===== config.mk =====
export PLATFORM = sky130hd
export DESIGN_NAME = uart_key_mapper
export DESIGN_NICKNAME = d
export VERILOG_FILES = /design/src/rtl/uart_key_mapper.sv
export SDC_FILE = /design/constraint.sdc
export NUM_CORES = 1
export LEC_CHECK = 0
export CAP_MARGIN = 5
export CORE_MARGIN = 5
export CORE_UTILIZATION = 45
export DETAILED_ROUTE_END_ITERATION = 10
export GPL_TIMING_DRIVEN = 0
export PLACE_DENSITY = 0.68
export SYNTH_ARGS = -nofsm -noshare
export SYNTH_HDL_FRONTEND = slang
export SYNTH_SLANG_ARGS = --single-unit

===== constraint.sdc =====
create_clock -name clk -period 3.1 [get_ports clk]
set_clock_uncertainty 0.2 [all_clocks]
set_input_delay 0.465 -clock clk [delete_from_list [all_inputs] [get_ports clk]]
set_output_delay 0.465 -clock clk [all_outputs]
set_load 0.05 [all_outputs]

===== src/rtl/uart_key_mapper.sv =====
// uart_key_mapper: pulls bytes from a first-word-fall-through UART receive
// FIFO and turns them into per-player {down,up} key levels. Each recognised
// byte holds its key for HOLD_FRAMES frame ticks; bytes that match no code
// are counted in a saturating counter.
//
// FIFO handshake: the FIFO presents a valid head byte whenever rx_empty=0.
// rd_uart is a one-cycle pop strobe, raised only in IDLE while rx_empty=0.
// The byte on rd_data is consumed on the same rising edge that rd_uart is
// high, so capture and pop happen together.
module uart_key_mapper #(
  parameter int                         NUM_PLAYERS = 2,
  parameter logic [8*NUM_PLAYERS-1:0]   UP_CODES    = {8'h69, 8'h77},
  parameter logic [8*NUM_PLAYERS-1:0]   DOWN_CODES  = {8'h6B, 8'h73},
  parameter int                         HOLD_FRAMES = 3
) (
  input  logic                       clk,
  input  logic                       reset,
  input  logic                       rx_empty,
  input  logic [7:0]                 rd_data,
  output logic                       rd_uart,
  input  logic                       frame_tick,
  output logic [2*NUM_PLAYERS-1:0]   keys,
  output logic [7:0]                 unknown_cnt,
  output logic                       byte_seen,
  output logic                       state_dbg
);

  localparam logic [7:0] HOLD_INIT = 8'(HOLD_FRAMES);

  typedef enum logic {
    IDLE   = 1'b0,
    DECODE = 1'b1
  } state_t;

  state_t                state_q;
  state_t                state_d;
  logic [7:0]            byte_reg;
  logic [7:0]            hold_q [NUM_PLAYERS];
  logic [1:0]            dir_q  [NUM_PLAYERS];
  logic [NUM_PLAYERS-1:0] up_hit;
  logic [NUM_PLAYERS-1:0] dn_hit;
  logic                  any_hit;
  logic                  decode_en;

  assign state_dbg = state_q;
  assign decode_en = (state_q == DECODE);

  // State register; reset always lands in IDLE so a half-decoded byte is dropped.
  always_ff @(posedge clk or posedge reset) begin
    if (reset) begin
      state_q <= IDLE;
    end else begin
      state_q <= state_d;
    end
  end

  // Next state and strobes: pop in IDLE when data is present, decode for one cycle.
  always_comb begin
    state_d   = state_q;
    rd_uart   = 1'b0;
    byte_seen = 1'b0;
    case (state_q)
      IDLE: begin
        if (!rx_empty && !reset) begin
          rd_uart = 1'b1;
          state_d = DECODE;
        end
      end
      DECODE: begin
        byte_seen = 1'b1;
        state_d   = IDLE;
      end
      default: state_d = IDLE;
    endcase
  end

  // Capture the FIFO head on the pop edge.
  always_ff @(posedge clk or posedge reset) begin
    if (reset) begin
      byte_reg <= 8'h00;
    end else if (rd_uart) begin
      byte_reg <= rd_data;
    end
  end

  // Compare the captured byte against every player's up/down code.
  always_comb begin
    up_hit  = '0;
    dn_hit  = '0;
    any_hit = 1'b0;
    for (int p = 0; p < NUM_PLAYERS; p++) begin
      up_hit[p] = (byte_reg == UP_CODES[8*p +: 8]);
      dn_hit[p] = (byte_reg == DOWN_CODES[8*p +: 8]);
      if (up_hit[p] || dn_hit[p]) begin
        any_hit = 1'b1;
      end
    end
  end

  // Per-player direction and hold counters; a decode load beats a same-cycle
  // tick for that player, and up beats down when both codes coincide.
  always_ff @(posedge clk or posedge reset) begin
    if (reset) begin
      for (int p = 0; p < NUM_PLAYERS; p++) begin
        hold_q[p] <= 8'h00;
        dir_q[p]  <= 2'b00;
      end
    end else begin
      for (int p = 0; p < NUM_PLAYERS; p++) begin
        if (decode_en && up_hit[p]) begin
          dir_q[p]  <= 2'b01;
          hold_q[p] <= HOLD_INIT;
        end else if (decode_en && dn_hit[p]) begin
          dir_q[p]  <= 2'b10;
          hold_q[p] <= HOLD_INIT;
        end else if (frame_tick && (hold_q[p] != 8'h00)) begin
          hold_q[p] <= hold_q[p] - 8'h01;
        end
      end
    end
  end

  // Count bytes that matched nothing, sticking at 255.
  always_ff @(posedge clk or posedge reset) begin
    if (reset) begin
      unknown_cnt <= 8'h00;
    end else if (decode_en && !any_hit && (unknown_cnt != 8'hFF)) begin
      unknown_cnt <= unknown_cnt + 8'h01;
    end
  end

  // Registered key outputs: direction shown only while its hold is live.
  always_ff @(posedge clk or posedge reset) begin
    if (reset) begin
      keys <= '0;
    end else begin
      for (int p = 0; p < NUM_PLAYERS; p++) begin
        keys[2*p +: 2] <= (hold_q[p] != 8'h00) ? dir_q[p] : 2'b00;
      end
    end
  end

endmodule


==> run summary <==
Logic pwr share: 37.3%
Max-slew violations: 0
Commonest cells after routing, fill and taps aside: dfrtp_1, clkdlybuf4s50_1, nor2_1, mux2_2, nand2_1
Period utilization: 95.3%
Critical Path RT: 2.43 ns
Root buf cell: clkbuf_8
Slew margin rel.: 43.9%
Cells along the critical path: clkdlybuf4s50_1 > nor3_4 > clkdlybuf4s50_1
Final wirelength: 3790 um
Routability congestion estimate: 0.772
CP most frequent cell: clkdlybuf4s50_1
Max Freq: 338 MHz
Area grow syn2layout: 21.5%
Commonest non-fill, non-tap cell in the layout: dfrtp_1
Filler instances: 353
Setup WS post-layout: 0.146 ns
CTS sink count: 41
WL/cell: 14.9 um
Initial DRC count: 56
Cell area after synthesis: 1940 sq um
Internal power: 1.17 mW
1st-pass router iterations: 4
Crit end category: output pin
Net Count, Synth: 188
DRC viols: 0
Post-layout nets: 221
Post-synthesis area per instance: 11.3 sq um
Unrepaired setup endpoints after global routing: false
Peak supply drop: 0.000827 V
Most used DFF post-synth: dfrtp_1
IO Port Bufs: 26
Fin crit period: 2.95 ns
Synthesized flop and latch total: 41
Syn Inst Count: 171
CTS max path bufs: 2
Critical path's top delay family: buffers and inverters
Initial core utilization: 47.4%
Global-route wire length before repair: 6510 um
Setup CP Type: in2out
Worst-margin pin slew: 0.841 ns
Switch Pwr: 0.779 mW
Die Ht: 75.6 um
# IOs: 27
Row Count: 23
Outcome: complete, no violations
Distinct cells, synth: 38
Core area: 4090 sq um
Max reg flops: 16
Final Hold Fails: 0
Antenna violations before repair: 0
Largest net degree at the start of global routing: 42
Overall routing resource usage: 15.1%
Power Density: 827 nW/um^2
Max-cap violations: 0
EDFF count, synth: 0
Via count: 1,367
Async S/R FF share, synth: 100%
Worst-Skew Late Latency: 0.29 ns
H-tree depth: 2
DR vias/cell: 5.36
Post-route ant nets: 0
Synth Warn #: 0
DP HPWL: 2750 um
CP peak stage delay: 0.90 ns
Finished Cell Area: 2350 sq um
Flop pwr share: 44.9%
Post-DP Area: 2260 sq um
Crit path buf inv count: 2
Sw Ratio: 40.0%
Die area: 5720 sq um
CP Max Fanout: 10
Number of global-route vias before repair: 1,437
Static Leak: 0.989 nW
Clk pwr share: 17.8%
CTS Buf Count: 5
CP max stage cell: clkdlybuf4s50_1
CTS tree: yes
Hold Crit Class: reg2reg
Place WS: -0.0544 ns
Clock Pin Slew Worst Setup and Hold Paths: 0.08 ns
Diodes inserted: 0
DIE WIDTH: 75.6 um
Final setup viols: 0
Share of layout cells above drive strength 1: 16.1%
Grt total ovfl: 0
Worst Path Arrival: 2.29 ns
Startpoint type of the worst setup path: input pin
Post-synthesis sequential area ratio: 52.9%
area by class of cell:
cell class,count,area (sq um),area share (%)
Clock inverter,2,15.0,0.638
Multi-Input combinational cell,120,876,37.2
Sequential cell,41,1030,43.6
Clock buffer,6,72.6,3.08
Buffer,2,12.5,0.531
Timing Repair Buffer,26,260,11.1
Tap cell,50,62.6,2.66
Inverter,8,30.0,1.28
worst reg2reg max path, cell delays in order (launching register included):
cell and delay (ns):
dfrtp_1 0.38, inv_1 0.12, ha_1 0.18, or4b_1 0.54, o211ai_1 0.25, xor2_1 0.21
nor2_1 0.06
layer usage:
layer / vias to the layer above / global-route usage [%] / part of all wire (%)
met4: 0 / 5.24 / 1.8
met3: 8 / 4.49 / 4.6
met1: 666 / 19.5 / 46
met5: - / 0 / 0
li1: 664 / - / -
met2: 29 / 24.4 / 48
kinds of logic (layout without fill, tap and decap cells):
family                     after synthesis  count (layout)  share of synthesized area [%]
DFF                                     41              41                           52.9
buffers and inverters                   10              44                           2.19
and+or+nand+nor                         70              70                           20.9
xor gates and xnor gates                16              16                           7.23
muxes                                   13              13                           7.49
adders and majority gates                5               5                           3.23
AOI/OAI and AO/OA                       16              16                           6.00
power by group through the flow:
stage	logic [mW]	clock network, mW	registers [mW]
floorplan	0.391	0	0.991
global placement	0.691	0	0.866
detailed placement	0.731	0	0.881
CTS	0.738	0.358	0.872
global route	0.805	0.375	0.905
finish	0.727	0.347	0.873
synth_stat cells (all sizes together) (2+ instances only):
cell type	instances	share of area [%]
nor2	16	3.1
a21oi	8	2.8
nand2b	2	0.65
ha	5	3.2
nand4	3	0.97
xor2	8	3.6
o211ai	2	0.77
and2	2	0.65
buf	2	0.65
dfrtp	41	53
nor3b	3	1.2
nor4b	2	0.90
nor3	8	2.8
or3	5	1.6
o21ai	2	0.71
a211oi	3	1.2
or4	2	0.97
nand3	2	0.52
inv	8	1.5
nand2	11	2.1
nor4	6	1.9
mux2	12	7.0
or3b	2	1.0
and2b	2	0.77
xnor2	8	3.6
path summary, 6_finish.rpt:
path	slack (ns)	cells past startpoint	from	end
worst max-delay path	0.15	3	reset	rd_uart
worst min-delay path	0.29	1	dir_q[3]	keys[1]
worst max register to register	1.02	6	hold_q[8]	hold_q[11]
worst min register to register	0.29	1	dir_q[3]	keys[1]
max in group asynchronous	1.62	2	reset	byte_reg[2]
min in group asynchronous	0.55	2	reset	byte_reg[7]
per-stage QoR:
| stage | setup TNS, ns | util [%] | instances | power (mW) | hold WS [ns] |
|---|---|---|---|---|---|
| floorplan | 0 | - | 171 | 1.38 | 0.244 |
| global placement | 0 | 55.3 | 247 | 1.56 | 0.258 |
| detailed placement | -0.0544 | 55.3 | 247 | 1.61 | 0.271 |
| CTS | 0 | 57.6 | 255 | 1.97 | 0.295 |
| global route | 0 | 57.6 | 255 | 2.09 | 0.313 |
| finish | 0 | 57.6 | 255 | 1.95 | 0.289 |
timing repair:
item                       4_1_cts  5_1_grt
setup endpoints to repair        1        0
gates resized for setup          1        0
setup buffers                    0        0
hold buffers                     0        0
Power figures use the tool's default switching activity.
